### src/rtl/mmio_host_pkg.sv
// mmio_host_pkg
//   Shared types and constants for the host-side MMIO requester:
//   FSM state encoding, bus widths, and rsp_err bit positions.
package mmio_host_pkg;

    localparam int MMIO_ADDR_W = 16;
    localparam int MMIO_TID_W  = 9;
    localparam int MMIO_DATA_W = 64;

    // Bit positions inside rsp_err
    localparam int ERR_TIMEOUT  = 0;
    localparam int ERR_MISALIGN = 1;

    typedef enum logic [1:0] {
        IDLE,
        ISSUE,
        WAIT,
        RESP
    } t_mmio_host_state;

    // 64-bit MMIO accesses must sit on an even DWORD address
    function automatic logic is_misaligned(input logic [MMIO_ADDR_W-1:0] addr);
        return addr[0];
    endfunction

endpackage

### src/rtl/mmio_host_req_if.sv
// mmio_host_req_if
//   Bundles the requester's bus-facing signals.
//   cmd_*   : command port (valid/ready) from the host side
//   mmio_*  : request strobes, address, TID and write data toward the AFU
//   c2_*    : MMIO read-response channel coming back from the AFU
//   rsp_*   : completion port (valid/ready) back to the host side
//   Modport master is used by the requester, slave by whatever drives it.
interface mmio_host_req_if;
    import mmio_host_pkg::*;

    logic                   cmd_valid;
    logic                   cmd_ready;
    logic                   cmd_write;
    logic [MMIO_ADDR_W-1:0] cmd_addr;
    logic [MMIO_DATA_W-1:0] cmd_wdata;

    logic                   mmio_wr_valid;
    logic                   mmio_rd_valid;
    logic [MMIO_ADDR_W-1:0] mmio_addr;
    logic [MMIO_TID_W-1:0]  mmio_tid;
    logic [MMIO_DATA_W-1:0] mmio_wdata;

    logic                   c2_rd_valid;
    logic [MMIO_TID_W-1:0]  c2_tid;
    logic [MMIO_DATA_W-1:0] c2_data;

    logic                   rsp_valid;
    logic                   rsp_ready;
    logic                   rsp_write;
    logic [MMIO_DATA_W-1:0] rsp_data;
    logic [1:0]             rsp_err;

    modport master (
        input  cmd_valid, cmd_write, cmd_addr, cmd_wdata,
        input  c2_rd_valid, c2_tid, c2_data,
        input  rsp_ready,
        output cmd_ready,
        output mmio_wr_valid, mmio_rd_valid, mmio_addr, mmio_tid, mmio_wdata,
        output rsp_valid, rsp_write, rsp_data, rsp_err
    );

    modport slave (
        output cmd_valid, cmd_write, cmd_addr, cmd_wdata,
        output c2_rd_valid, c2_tid, c2_data,
        output rsp_ready,
        input  cmd_ready,
        input  mmio_wr_valid, mmio_rd_valid, mmio_addr, mmio_tid, mmio_wdata,
        input  rsp_valid, rsp_write, rsp_data, rsp_err
    );

endinterface

### src/rtl/mmio_host_timer.sv
// mmio_host_timer
//   Read-timeout counter, only built when MMIO_HOST_TIMEOUT_EN is defined.
//   Ports: clk, rst (async, active-high), clear (zero the count),
//          enable (count this cycle), expired (this is the last allowed
//          enabled cycle).
//   Parameter TIMEOUT_CYCLES: number of enabled cycles before expiry.
`ifdef MMIO_HOST_TIMEOUT_EN
module mmio_host_timer #(
    parameter int TIMEOUT_CYCLES = 256
) (
    input  logic clk,
    input  logic rst,
    input  logic clear,
    input  logic enable,
    output logic expired
);

    // Expiry is flagged while the count shows TIMEOUT_CYCLES-1 completed
    // cycles, so the waiting state lasts exactly TIMEOUT_CYCLES cycles.
    localparam logic [15:0] LAST_COUNT = 16'(TIMEOUT_CYCLES - 1);

    logic [15:0] count;

    // Cycle counter: cleared before each wait, advanced while waiting
    always_ff @(posedge clk or posedge rst) begin
        if (rst) begin
            count <= '0;
        end else if (clear) begin
            count <= '0;
        end else if (enable) begin
            count <= count + 16'd1;
        end
    end

    assign expired = enable && (count == LAST_COUNT);

endmodule
`endif

### src/rtl/mmio_host_req.sv
// mmio_host_req
//   Host-side MMIO requester. Takes one 64-bit read/write command at a time,
//   issues the matching one-cycle MMIO strobe with a 9-bit TID, waits for the
//   TID-matched c2 read response, and returns a completion.
//   Ports:
//     clk, rst      clock, asynchronous active-high reset
//     bus (master)  cmd_*, mmio_*, c2_*, rsp_* signals (see mmio_host_req_if)
//     stale_cnt     saturating count of c2 responses that matched nothing
//   Parameter TIMEOUT_CYCLES (2..65535): read wait limit in cycles.
//   Build option MMIO_HOST_TIMEOUT_EN: when defined, reads are abandoned after
//   TIMEOUT_CYCLES wait cycles with rsp_err[0]; when undefined a read waits
//   indefinitely and rsp_err[0] is never set.
module mmio_host_req
    import mmio_host_pkg::*;
#(
    parameter int TIMEOUT_CYCLES = 256
) (
    input  logic                  clk,
    input  logic                  rst,
    mmio_host_req_if.master       bus,
    output logic [7:0]            stale_cnt
);

    if ((TIMEOUT_CYCLES < 2) || (TIMEOUT_CYCLES > 65535)) begin : g_bad_timeout
        $error("mmio_host_req: TIMEOUT_CYCLES must be within 2..65535");
    end

    t_mmio_host_state       state;
    t_mmio_host_state       state_next;

    logic                   write_q;
    logic [MMIO_TID_W-1:0]  tid;

    logic                   load_cmd;
    logic                   wr_valid_d;
    logic                   rd_valid_d;
    logic                   rsp_valid_d;
    logic                   rsp_write_d;
    logic [MMIO_DATA_W-1:0] rsp_data_d;
    logic [1:0]             rsp_err_d;

    logic                   c2_match;
    logic                   timed_out;

    // Only a response carrying the TID of the outstanding read, seen while
    // waiting, is accepted. Everything else on c2 is counted as stale.
    assign c2_match = bus.c2_rd_valid && (state == WAIT) && (bus.c2_tid == bus.mmio_tid);

`ifdef MMIO_HOST_TIMEOUT_EN
    mmio_host_timer #(
        .TIMEOUT_CYCLES (TIMEOUT_CYCLES)
    ) u_timer (
        .clk     (clk),
        .rst     (rst),
        .clear   (state == ISSUE),
        .enable  (state == WAIT),
        .expired (timed_out)
    );
`else
    assign timed_out = 1'b0;
`endif

    // State register
    always_ff @(posedge clk or posedge rst) begin
        if (rst) begin
            state <= IDLE;
        end else begin
            state <= state_next;
        end
    end

    // Next state plus next values of the registered outputs. Completion
    // fields hold their current values unless a transition rewrites them,
    // which keeps them stable while the consumer stalls.
    always_comb begin
        state_next  = state;
        load_cmd    = 1'b0;
        wr_valid_d  = 1'b0;
        rd_valid_d  = 1'b0;
        rsp_valid_d = bus.rsp_valid;
        rsp_write_d = bus.rsp_write;
        rsp_data_d  = bus.rsp_data;
        rsp_err_d   = bus.rsp_err;

        case (state)
            IDLE: begin
                if (bus.cmd_valid) begin
                    if (is_misaligned(bus.cmd_addr)) begin
                        // Rejected without touching the MMIO bus or the TID
                        state_next              = RESP;
                        rsp_valid_d             = 1'b1;
                        rsp_write_d             = bus.cmd_write;
                        rsp_data_d              = '0;
                        rsp_err_d               = '0;
                        rsp_err_d[ERR_MISALIGN] = 1'b1;
                    end else begin
                        state_next = ISSUE;
                        load_cmd   = 1'b1;
                        wr_valid_d = bus.cmd_write;
                        rd_valid_d = !bus.cmd_write;
                    end
                end
            end

            ISSUE: begin
                if (write_q) begin
                    state_next  = RESP;
                    rsp_valid_d = 1'b1;
                    rsp_write_d = 1'b1;
                    rsp_data_d  = '0;
                    rsp_err_d   = '0;
                end else begin
                    state_next = WAIT;
                end
            end

            WAIT: begin
                // A matching response beats a simultaneous timeout
                if (c2_match) begin
                    state_next  = RESP;
                    rsp_valid_d = 1'b1;
                    rsp_write_d = 1'b0;
                    rsp_data_d  = bus.c2_data;
                    rsp_err_d   = '0;
                end else if (timed_out) begin
                    state_next             = RESP;
                    rsp_valid_d            = 1'b1;
                    rsp_write_d            = 1'b0;
                    rsp_data_d             = '0;
                    rsp_err_d              = '0;
                    rsp_err_d[ERR_TIMEOUT] = 1'b1;
                end
            end

            RESP: begin
                if (bus.rsp_ready) begin
                    state_next  = IDLE;
                    rsp_valid_d = 1'b0;
                    rsp_write_d = 1'b0;
                    rsp_data_d  = '0;
                    rsp_err_d   = '0;
                end
            end

            default: begin
                state_next = IDLE;
            end
        endcase
    end

    // Output and datapath registers. The request fields are loaded at the
    // command handshake so they are valid together with the strobe in the
    // following cycle; the TID advances once per issued request.
    always_ff @(posedge clk or posedge rst) begin
        if (rst) begin
            bus.cmd_ready     <= 1'b1;
            bus.mmio_wr_valid <= 1'b0;
            bus.mmio_rd_valid <= 1'b0;
            bus.mmio_addr     <= '0;
            bus.mmio_tid      <= '0;
            bus.mmio_wdata    <= '0;
            bus.rsp_valid     <= 1'b0;
            bus.rsp_write     <= 1'b0;
            bus.rsp_data      <= '0;
            bus.rsp_err       <= '0;
            write_q           <= 1'b0;
            tid               <= '0;
        end else begin
            bus.cmd_ready     <= (state_next == IDLE);
            bus.mmio_wr_valid <= wr_valid_d;
            bus.mmio_rd_valid <= rd_valid_d;
            bus.rsp_valid     <= rsp_valid_d;
            bus.rsp_write     <= rsp_write_d;
            bus.rsp_data      <= rsp_data_d;
            bus.rsp_err       <= rsp_err_d;

            if (load_cmd) begin
                bus.mmio_addr  <= bus.cmd_addr;
                bus.mmio_wdata <= bus.cmd_wdata;
                bus.mmio_tid   <= tid;
                write_q        <= bus.cmd_write;
            end

            if (state == ISSUE) begin
                tid <= tid + 1'b1;
            end
        end
    end

    // Saturating count of responses that arrived outside WAIT or with the
    // wrong TID (including late ones after a timeout)
    always_ff @(posedge clk or posedge rst) begin
        if (rst) begin
            stale_cnt <= '0;
        end else if (bus.c2_rd_valid && !c2_match && (stale_cnt != 8'hFF)) begin
            stale_cnt <= stale_cnt + 8'd1;
        end
    end

endmodule

### src/flat_wrapper.sv
// flat-port wrapper written by rule: the top's interface ports become plain ports
module mmio_host_req_flat import mmio_host_pkg::*;
#(
    parameter int TIMEOUT_CYCLES = 256
)
  (clk, rst, stale_cnt, bus_cmd_valid, bus_cmd_write, bus_cmd_addr, bus_cmd_wdata, bus_c2_rd_valid, bus_c2_tid, bus_c2_data, bus_rsp_ready, bus_cmd_ready, bus_mmio_wr_valid, bus_mmio_rd_valid, bus_mmio_addr, bus_mmio_tid, bus_mmio_wdata, bus_rsp_valid, bus_rsp_write, bus_rsp_data, bus_rsp_err);
  mmio_host_req_if bus_i ();
  input  logic clk;
  input  logic rst;
  output logic [7:0] stale_cnt;
  input wire logic [$bits(bus_i.cmd_valid)-1:0] bus_cmd_valid;
  input wire logic [$bits(bus_i.cmd_write)-1:0] bus_cmd_write;
  input wire logic [$bits(bus_i.cmd_addr)-1:0] bus_cmd_addr;
  input wire logic [$bits(bus_i.cmd_wdata)-1:0] bus_cmd_wdata;
  input wire logic [$bits(bus_i.c2_rd_valid)-1:0] bus_c2_rd_valid;
  input wire logic [$bits(bus_i.c2_tid)-1:0] bus_c2_tid;
  input wire logic [$bits(bus_i.c2_data)-1:0] bus_c2_data;
  input wire logic [$bits(bus_i.rsp_ready)-1:0] bus_rsp_ready;
  output wire logic [$bits(bus_i.cmd_ready)-1:0] bus_cmd_ready;
  output wire logic [$bits(bus_i.mmio_wr_valid)-1:0] bus_mmio_wr_valid;
  output wire logic [$bits(bus_i.mmio_rd_valid)-1:0] bus_mmio_rd_valid;
  output wire logic [$bits(bus_i.mmio_addr)-1:0] bus_mmio_addr;
  output wire logic [$bits(bus_i.mmio_tid)-1:0] bus_mmio_tid;
  output wire logic [$bits(bus_i.mmio_wdata)-1:0] bus_mmio_wdata;
  output wire logic [$bits(bus_i.rsp_valid)-1:0] bus_rsp_valid;
  output wire logic [$bits(bus_i.rsp_write)-1:0] bus_rsp_write;
  output wire logic [$bits(bus_i.rsp_data)-1:0] bus_rsp_data;
  output wire logic [$bits(bus_i.rsp_err)-1:0] bus_rsp_err;
  assign bus_i.cmd_valid = bus_cmd_valid;
  assign bus_i.cmd_write = bus_cmd_write;
  assign bus_i.cmd_addr = bus_cmd_addr;
  assign bus_i.cmd_wdata = bus_cmd_wdata;
  assign bus_i.c2_rd_valid = bus_c2_rd_valid;
  assign bus_i.c2_tid = bus_c2_tid;
  assign bus_i.c2_data = bus_c2_data;
  assign bus_i.rsp_ready = bus_rsp_ready;
  assign bus_cmd_ready = bus_i.cmd_ready;
  assign bus_mmio_wr_valid = bus_i.mmio_wr_valid;
  assign bus_mmio_rd_valid = bus_i.mmio_rd_valid;
  assign bus_mmio_addr = bus_i.mmio_addr;
  assign bus_mmio_tid = bus_i.mmio_tid;
  assign bus_mmio_wdata = bus_i.mmio_wdata;
  assign bus_rsp_valid = bus_i.rsp_valid;
  assign bus_rsp_write = bus_i.rsp_write;
  assign bus_rsp_data = bus_i.rsp_data;
  assign bus_rsp_err = bus_i.rsp_err;
  mmio_host_req #(.TIMEOUT_CYCLES(TIMEOUT_CYCLES)) u_core (.clk(clk), .rst(rst), .bus(bus_i), .stale_cnt(stale_cnt));
endmodule
### config.mk
export PLATFORM = sky130hd
export DESIGN_NAME = mmio_host_req_flat
export DESIGN_NICKNAME = d
export VERILOG_FILES = /design/src/rtl/mmio_host_pkg.sv /design/src/rtl/mmio_host_req_if.sv /design/src/rtl/mmio_host_timer.sv /design/src/rtl/mmio_host_req.sv /design/src/flat_wrapper.sv
export SDC_FILE = /design/constraint.sdc
export NUM_CORES = 1
export LEC_CHECK = 0
export BUFFER_PORTS_ARGS = -buffer_cell sky130_fd_sc_hd__buf_4
export CORE_AREA = 2 2 128 130
export CTS_BUF_LIST = sky130_fd_sc_hd__clkbuf_2 sky130_fd_sc_hd__clkbuf_4 sky130_fd_sc_hd__clkbuf_8
export CTS_CLUSTER_SIZE = 8
export DETAILED_ROUTE_END_ITERATION = 8
export DIE_AREA = 0 0 130 132
export GPL_TIMING_DRIVEN = 1
export HOLD_SLACK_MARGIN = 0.05
export PLACE_DENSITY = 0.89
export REMOVE_ABC_BUFFERS = 1
export SETUP_SLACK_MARGIN = 0.3
export SYNTH_ARGS = -nofsm -noshare
export SYNTH_HDL_FRONTEND = slang
export SYNTH_SLANG_ARGS = --single-unit
### constraint.sdc
create_clock -name clk -period 9.12 [get_ports clk]
set_clock_uncertainty 0.2 [all_clocks]
set_input_delay 0.456 -clock clk [delete_from_list [all_inputs] [get_ports clk]]
set_output_delay 0.456 -clock clk [all_outputs]
set_load 0.02 [all_outputs]
==> out/metrics.cfg, run 1 <==
[logic_synthesis]
yosys.area_share.simple = 0.158
netlist-cell-type-count = 42
muxShareOfSynthArea = 0.145
synth_area_sq_um = 7280
yosysTopAreaCellShare = 0.611
syn_area_per_cell_sq_um = 12.3
synth_warnings = 0
ys_ff_latch = 179
syn_inst = 591
synthTopCellsByArea = dfrtp_1 (61%), mux2_2 (14%), nand2_1 (6.9%)
synth_top_family_by_area = simple AND/OR/NAND/NOR gates
synth_adder_area_share = 0.00344
synth-compound-area-share = 0.0127
synth_top_area_cell = dfrtp_1
yosysSeqAreaShare = 0.615
synth_xor_area_frac = 0.0252

[drt]
routed-via-count = 6385
antenna_left = 0
drt-initial-drc-count = 343
wl_mm = 23.7
wire_per_inst_um = 18.5
drcViolationCount = 0
drtPass1Iterations = 4
via_per_inst = 4.98

[critical_path]
cp_max_fo = 77
r2r_cells = 3
critPathRequiredTime_ns = 9.43
cp_data_arrival_time_ns = 3.12
start_kind = input port
path_class = in -> async
endpoint_kind = asynchronous set/reset pin

[place]
dp_slack_ns = 6.29
portBuffers = 325
dp.final_hpwl_mm = 13.8
placed_area_sq_um = 9790
gp_congestion = 0.816
placed_cells = 1103

[clocking]
postCtsSetupRepairBufs = 0
clock-sinks = 179
cts_tree = done
numCtsBuffers = 17
cts_buffer_depth = 2
htreeDepth = 4
path_clk_slew_ns = 0.08
clk_latency_ns = 0.43
cts_root_buffer = clkbuf_8
ctsResizeCount = 0

[sta]
worstMarginPinSlew_ns = 1.21
drv_slew = 0
finalSetupViolCount = 0
setup_ws_ns = 6.31
hold-worst-slack_ns = 0.153
rsz0062_at_grt = no
fin_crit_ns = 2.81
slew-limit-headroom = 0.191
fin_tns_setup_ns = 0
hold_violations = 0
fmax_mhz = 356
layout_worst_path_cycle_share = 0.308

[finish]
stdcell_count = 1282
fill_cells = 997
seqCellArea_sq_um = 4480
nets = 1212
final_cell_mix = buf_4 (331), dfrtp_1 (178), dlygate4sd3_1 (145), nand2_1 (133), mux2_2 (91)
syn_to_final_growth_pct = 60.7
mostFrequentLayoutCell = buf_4
final_core_util = 0.745
drive_above_1_share = 0.442
multi_input_area_sq_um = 2530
design_area_sq_um = 11700

[die]
die_x_um = 130
start_util = 0.464
core_area_sq_um = 15700
num_rows = 46
die_area_sq_um = 17200
io_pins = 327
die_y_um = 132

[min_path]
holdPathStages = 3
worst_hold_path_type = in -> reg

[global_route]
grtUsageTotal = 0.281
grt_overflow = 0
grt_pass1_wl_mm = 37.0
antenna_found_initial = 1
grt_max_degree = 93
grt_pass1_vias = 7040

[run]
maxCapViolations = 0

[status]
status = completed

[pwr]
peakVddDrop_mv = 0.171
power_per_cell_area_nw_per_um2 = 251
power_leakage_nw = 6.00
finalPower_mw = 2.94

what timing repair did:
item                                    CTS  global route
endpoints found under the hold margin   199             0
hold buffers                            145             0
endpoints found under the setup margin    0             0
worst paths after layout:
kind | slack (ns) | end | from
setup / recovery | 6.31 | u_core.bus.rsp_data[5] | rst
hold / removal | 0.15 | u_core.stale_cnt[3] | bus_c2_rd_valid
min in group asynchronous | 0.42 | u_core.bus.mmio_wdata[16] | rst
max in group clk | 6.51 | u_core.bus.mmio_addr[4] | u_core.state[1]
hold reg to reg | 0.30 | u_core.bus.rsp_data[50] | u_core.bus.rsp_data[50]
setup reg to reg | 6.51 | u_core.bus.mmio_addr[4] | u_core.state[1]
cells in the mapped netlist (all sizes together):
| cell type | instances |
|---|---|
| a211o | 1 |
| a21bo | 1 |
| a21oi | 4 |
| a31oi | 4 |
| and2 | 2 |
| and2b | 1 |
| and3 | 9 |
| and4 | 1 |
| and4b | 1 |
| buf | 33 |
| clkbuf | 2 |
| conb | 1 |
| dfrtp | 178 |
| dfstp | 1 |
| ha | 2 |
| inv | 5 |
| mux2 | 92 |
| mux2i | 2 |
| nand2 | 133 |
| nand2b | 1 |
| nand3 | 72 |
| nand3b | 1 |
| nand4 | 6 |
| nor2 | 4 |
| nor2b | 3 |
| nor3 | 1 |
| nor4 | 4 |
| nor4b | 1 |
| o211ai | 1 |
| o21ai | 1 |
| o311ai | 1 |
| or2 | 1 |
| xnor2 | 10 |
| xor2 | 11 |
worst max-delay path: stages:
cell,delay [ns]
dlygate4sd3_1,0.56
buf_4,0.16
inv_6,0.34
buf_4,0.83
buf_4,0.66
state kept, by name, indices dropped and copies added, names as in the netlist, 2 cells and up:
signal,cells
u_core.bus.mmio_wdata,64
u_core.bus.rsp_data,64
u_core.bus.mmio_addr,16
u_core.bus.mmio_tid,9
u_core.tid,9
u_core.stale_cnt,8
u_core.state,2
power by group:
group / leakage, nW / switching (mW) / internal [mW]
combinational: 3.45 / 0.590 / 0.535
sequential: 2.32 / 0.174 / 1.01
clock: 0.226 / 0.299 / 0.334
layer usage:
layer,GRT usage,share of wire,vias to the layer above
li1,-,-,2911
met1,0.308,0.36,3115
met2,0.495,0.54,271
met3,0.0588,0.050,88
met4,0.165,0.051,0
met5,0,0,-
cell families (layout without fill, tap and decap cells):
| kind of cell | Yosys count | count (layout) |
|---|---|---|
| other | 1 | 3 |
| adders and majority gates | 2 | 2 |
| and+or+nand+nor | 241 | 241 |
| muxes | 94 | 94 |
| DFF | 179 | 179 |
| AOI/OAI and AO/OA | 13 | 13 |
| xor gates and xnor gates | 21 | 21 |
| buffers and inverters | 40 | 513 |
area by class of cell:
cell class,count,share of cell area
diodes,2,0.000427
flip-flops and latches,179,0.383
well taps,216,0.0231
multi-input cells,372,0.216
repair buffers,476,0.336
inverters,5,0.00203
clock inverters,14,0.0191
clock buffers,18,0.0206
Note: power is estimated with default switching activity, not from simulation.
==> inputs of run 2 (changes only) <==
--- a/config.mk
+++ b/config.mk
@@ -5,15 +5,16 @@
 export SDC_FILE = /design/constraint.sdc
 export NUM_CORES = 1
 export LEC_CHECK = 0
+export ABC_AREA = 1
 export BUFFER_PORTS_ARGS = -buffer_cell sky130_fd_sc_hd__buf_4
-export CORE_AREA = 2 2 128 130
+export CORE_MARGIN = 2
+export CORE_UTILIZATION = 50
 export CTS_BUF_LIST = sky130_fd_sc_hd__clkbuf_2 sky130_fd_sc_hd__clkbuf_4 sky130_fd_sc_hd__clkbuf_8
 export CTS_CLUSTER_SIZE = 8
 export DETAILED_ROUTE_END_ITERATION = 8
-export DIE_AREA = 0 0 130 132
 export GPL_TIMING_DRIVEN = 1
 export HOLD_SLACK_MARGIN = 0.05
-export PLACE_DENSITY = 0.89
+export PLACE_DENSITY = 0.93
 export REMOVE_ABC_BUFFERS = 1
 export SETUP_SLACK_MARGIN = 0.3
 export SYNTH_ARGS = -nofsm -noshare
==> constraint.sdc (replaced) <==
create_clock -name clk -period 2.73 [get_ports clk]
set_clock_uncertainty 0.2 [all_clocks]
set_input_delay 0.1365 -clock clk [delete_from_list [all_inputs] [get_ports clk]]
set_output_delay 0.1365 -clock clk [all_outputs]
set_load 0.02 [all_outputs]
==> run 2 against run 1 <==
Power rose to 4.6 times the previous value. Sequential share of layout area fell by 1.9 points. Area after synthesis rose by 7.2%. Via count rose by 42%. Critical path depth rose by 2. Clock-buffer cell count fell by 1. Cell count rose by 27%. Clock power rose to 3.0 times the previous value. Combinational power rose to 6.1 times the previous value. Critical path type is now reg -> reg. Largest cell class unchanged. Highest routed layer unchanged.
==> out/metrics.cfg, run 2 <==
[sta]
fmax_mhz = 420
rsz0062_at_grt = no
finalSetupViolCount = 0
hold-worst-slack_ns = 0.130
drv_slew = 0
setup_ws_ns = 0.349
layout_worst_path_cycle_share = 0.872
hold_violations = 0
fin_tns_setup_ns = 0
worstMarginPinSlew_ns = 0.760
fin_crit_ns = 2.38
slew-limit-headroom = 0.493

[critical_path]
cp_data_arrival_time_ns = 2.57
start_kind = flop
path_class = reg -> reg
endpoint_kind = flop
cp_max_fo = 66
critPathRequiredTime_ns = 2.92

[logic_synthesis]
synthFlopType = dfrtp_1
yosysSeqAreaShare = 0.574
synth_warnings = 0
synth_top_area_cell = dfrtp_1
synth_edf_count = 0
synth_area_sq_um = 7810
ys_ff_latch = 179
ys_async_sr_fraction = 1.00
yosysMostFrequentCell = nand2_1
synthTopCellsByArea = dfrtp_1 (57%), nand2_1 (21%), nand4_1 (5.7%)
netlist-cell-type-count = 25
syn_area_per_cell_sq_um = 8.17
yosysTopAreaCellShare = 0.570
syn_inst = 956
synth_common_cells = nand2_1 (427), dfrtp_1 (178), inv_1 (85)

[place]
dp.final_hpwl_mm = 15.9
gp_congestion = 0.865
dp_slack_ns = 0.511
placed_cells = 1449
placed_area_sq_um = 10400
portBuffers = 325

[clocking]
clock-sinks = 179
htreeDepth = 4
path_clk_slew_ns = 0.11
cts_tree = done
postCtsSetupRepairBufs = 0
cts_buffer_depth = 2
numCtsBuffers = 17
cts_root_buffer = clkbuf_8
clk_latency_ns = 0.46

[global_route]
antenna_found_initial = 1
grt_pass1_wl_mm = 47.8
grt_overflow = 0
grt_pass1_vias = 9281
grtUsageTotal = 0.375
grt_max_degree = 92

[finish]
final_core_util = 0.807
stdcell_count = 1633
mostFrequentLayoutCell = nand2_1
syn_to_final_growth_pct = 57.7
drive_above_1_share = 0.270
design_area_sq_um = 12300
top_regs = u_core.bus.mmio_wdata: 64 flops, u_core.bus.rsp_data: 64 flops, u_core.bus.mmio_addr: 16 flops
fill_cells = 792
nets = 1569
final_cell_mix = nand2_1 (426), buf_4 (330), dfrtp_1 (178), dlygate4sd3_1 (151), inv_1 (84)

[drt]
antenna_left = 0
via_per_inst = 5.56
drt-initial-drc-count = 1273
met1_length_mm = 10.3
drcViolationCount = 0
wl_met2_mm = 16.2
routed-via-count = 9081
wl_mm = 31.4
drtPass1Iterations = 6
routed.top_layer = met4
wl_met3_mm = 2.75
wire_per_inst_um = 19.2

[pwr]
power_per_cell_area_nw_per_um2 = 1100
finalPower_mw = 13.5
power_leakage_nw = 6.84
peakVddDrop_mv = 0.612

[die]
num_rows = 45
start_util = 0.512
die_area_sq_um = 16600
core_area_sq_um = 15300
io_pins = 327
die_x_um = 129
die_y_um = 129

[status]
status = completed

[min_path]
worst_hold_path_type = in -> async

[run]
maxCapViolations = 0

run 2: worst paths after layout:
path / startpoint / end / slack (ns) / cells past startpoint
min in group clk: bus_c2_tid[5] / u_core.stale_cnt[3] / 0.16 / 8
hold / removal: rst / u_core.bus.mmio_wdata[16] / 0.13 / 3
max in group asynchronous: rst / u_core.bus.cmd_ready / 1.50 / 4
setup reg to reg: u_core.state[1] / u_core.bus.rsp_data[45] / 0.35 / 7
setup / recovery: u_core.state[1] / u_core.bus.rsp_data[45] / 0.35 / 7
hold reg to reg: u_core.bus.mmio_wdata[6] / u_core.bus.mmio_wdata[6] / 0.28 / 2
run 2: area by class of cell:
cell class,instances,area (sq um),share of cell area
antenna,1,2.50,0.000203
clock buffer,17,234,0.0190
clock inverter,15,170,0.0138
inverter,89,342,0.0277
multi-input combinational,633,2720,0.221
sequential,179,4480,0.364
tap,211,264,0.0214
timing repair buffer,488,4100,0.333
run 2: power by group:
part	internal, mW	switching [mW]	leakage, nW	total, mW
combinational	2.52	4.36	4.37	6.88
sequential	3.83	0.915	2.28	4.75
clock	0.837	1.08	0.188	1.91
run 2: cell families (layout without fill, tap and decap cells):
group	count (synthesis)	after routing	share of synthesized area
and+or+nand+nor	598	598	0.314
DFF	179	179	0.574
buffers and inverters	144	609	0.0794
xor gates and xnor gates	17	17	0.0191
AOI/OAI and AO/OA	15	15	0.00993
adders and majority gates	2	2	0.00320
other	1	2	0.000480
run 2: routing by layer:
layer / global-route usage / up-vias
li1: - / 3835
met1: 0.405 / 4283
met2: 0.650 / 752
met3: 0.0869 / 211
met4: 0.267 / 0
met5: 0 / -
run 2: what timing repair did:
action,4_1_cts,5_1_grt
hold buffers,151,0
gates resized for setup,0,5
hold endpoints to repair,336,0
setup endpoints to repair,0,39
run 2: worst max-delay path: stages (launching register included):
cell,delay [ns]
dfrtp_1,0.49
inv_1,0.18
nand2_1,0.21
o21ai_0,0.12
inv_2,0.08
buf_4,0.56
nand4_1,0.26
nand2_1,0.17
==> inputs of run 3 (changes only) <==
==> constraint.sdc (replaced) <==
create_clock -name clk -period 2.73 [get_ports clk]
set_clock_uncertainty 0.2 [all_clocks]
set_input_delay 0.4095 -clock clk [delete_from_list [all_inputs] [get_ports clk]]
set_output_delay 0.4095 -clock clk [all_outputs]
set_load 0.02 [all_outputs]
==> run 3 against run 2 <==
First-iteration DRC count is 34% lower. Largest power group unchanged. Worst hold slack worse by 0.046 ns. Non-clock buffer count is 67 lower. Clock-buffer cell count is 2 higher. Sequential cell count stayed put. Clock power is 4% higher. Cell count is 4.1% lower. Highest routed layer unchanged. Die area stayed put.
==> out/metrics.cfg, run 3 (same netlist as run 2, synthesis figures left out) <==
[critical_path]
critical_path.most_common_cell = nand2_1
crit_buf_inv = 4
cp_data_arrival_time_ns = 2.44
critPathRequiredTime_ns = 2.92
crit_path_max_incr_delay_ns = 0.54
worst_path_dominant_cell_family = buffers and inverters
timing.critical_path.cells = dlygate4sd3_1, buf_4, nand2_1, nor2_4, inv_2, buf_6, nand2_1, nand2_1
cpMaxStageDelayCell = dlygate4sd3_1
start_kind = input port
path_class = in -> reg
endpoint_kind = flop
cp_max_fo = 67

[pwr]
p_seq_frac = 0.351
combPwrFrac = 0.500
finalPower_mw = 13.4
swShare = 0.454
power.net_switching_mw = 6.07
power_per_cell_area_nw_per_um2 = 1140
p_int_mw = 7.29
peakVddDrop_mv = 0.824
power_leakage_nw = 6.60
pwr-share-clk = 0.149

[sta]
layout_worst_path_cycle_share = 0.824
finalSetupViolCount = 0
worstMarginPinSlew_ns = 0.725
fin_crit_ns = 2.25
drv_slew = 0
fmax_mhz = 444
slew-limit-headroom = 0.517
hold-worst-slack_ns = 0.0839
hold_violations = 0
rsz0062_at_grt = yes
fin_tns_setup_ns = 0

[clocking]
cts_root_buffer = clkbuf_8
htreeDepth = 4
cts_buffer_depth = 2
postCtsSetupRepairBufs = 0
clk_latency_ns = 0.48
cts_tree = done
path_clk_slew_ns = 0.09
clock-sinks = 179
numCtsBuffers = 17

[drt]
via_per_inst = 5.32
routed-via-count = 8332
antenna_left = 0
wl_mm = 28.0
drtPass1Iterations = 9
drcViolationCount = 0
drt-initial-drc-count = 843
wire_per_inst_um = 17.9

[die]
die_x_um = 129
io_pins = 327
core_area_sq_um = 15300
num_rows = 45
die_area_sq_um = 16600
start_util = 0.512
die_y_um = 129

[place]
dp.final_hpwl_mm = 15.8
portBuffers = 325
placed_cells = 1450
gp_congestion = 0.844

[finish]
final_cell_mix = nand2_1 (426), buf_4 (331), dfrtp_1 (178), inv_1 (84), dlygate4sd3_1 (83)
stdcell_count = 1566
syn_to_final_growth_pct = 49.5
fill_cells = 907
nets = 1502
mostFrequentLayoutCell = nand2_1
top_regs = u_core.bus.mmio_wdata: 64 flops, u_core.bus.rsp_data: 64 flops, u_core.bus.mmio_addr: 16 flops
final_core_util = 0.765
drive_above_1_share = 0.284

[global_route]
grt_pass1_wl_mm = 43.7
grtUsageTotal = 0.343
grt_overflow = 0
grt_max_degree = 92
grt_pass1_vias = 8282
antenna_found_initial = 1

[status]
status = completed

[run]
maxCapViolations = 0

[min_path]
worst_hold_path_type = in -> reg

==> run 3: cell count changes in the layout (fill, tap and decap cells not counted), moves of 2 or more <==
cell,before,now
clkbuf_8,17,20
clkinvlp_4,5,2
dlygate4sd3_1,151,83
inv_6,6,4
clkinv_4,2,4
==> run 3: area by class of cell <==
cell class	count	area [sq um]	area share
Tap cell	211	264	0.0226
Clock inverter	13	171	0.0147
Clock buffer	19	262	0.0224
Sequential cell	179	4480	0.384
Multi-Input combinational cell	633	2730	0.234
Timing Repair Buffer	421	3430	0.294
Antenna cell	1	2.50	0.000214
Inverter	89	339	0.0290
==> run 3: through the flow <==
step / setup WS (ns) / cell area (sq um)
finish: 0.479 / 11700
global route: 0.270 / 11700
CTS: 0.473 / 11700
detailed placement: 0.488 / 10400
global placement: 0.586 / 10400
floorplan: -2.77 / 7530
==> run 3: worst register-to-register path: cells and delay by family, from the launching register on <==
family                 cells  cell delay, ns
buffers and inverters      1            0.52
AND/OR/NAND/NOR            5            1.01
flip-flops                 1            0.48
==> run 3: per-layer routing <==
metal | GRT usage | share of wire | wire length, um
met1 | 0.380 | 0.34 | 9660
met4 | 0.227 | 0.067 | 1860
met5 | 0 | 0 | 0
met2 | 0.577 | 0.51 | 14400
met3 | 0.0969 | 0.076 | 2130
==> run 3: worst paths after layout <==
kind	from	to	depth (start not counted)	slack, ns
worst max-delay path	bus_cmd_valid	u_core.bus.mmio_wdata[22]	8	0.48
worst min-delay path	bus_c2_data[17]	u_core.bus.rsp_data[17]	5	0.08
worst max register to register	u_core.state[0]	u_core.bus.mmio_wdata[29]	6	0.49
worst min register to register	u_core.bus.rsp_data[5]	u_core.bus.rsp_data[5]	2	0.28
max in group asynchronous	rst	u_core.bus.cmd_ready	4	1.26
min in group asynchronous	rst	u_core.bus.mmio_addr[13]	3	0.36
==> run 3: power groups by stage <==
stage	Combinational, mW	Clock, mW	Sequential (mW)
after floorplan	2.08	0	5.87
after global placement	6.13	0	4.55
after detailed placement	6.34	0	4.59
after CTS	6.45	1.99	4.57
after global routing	7.19	2.13	4.78
final	6.68	1.99	4.69
==> run 3: what timing repair did <==
action,CTS,global route
hold buffers,83,0
endpoints found under the hold margin,140,0
setup endpoints to repair,0,79
gates resized for setup,0,5
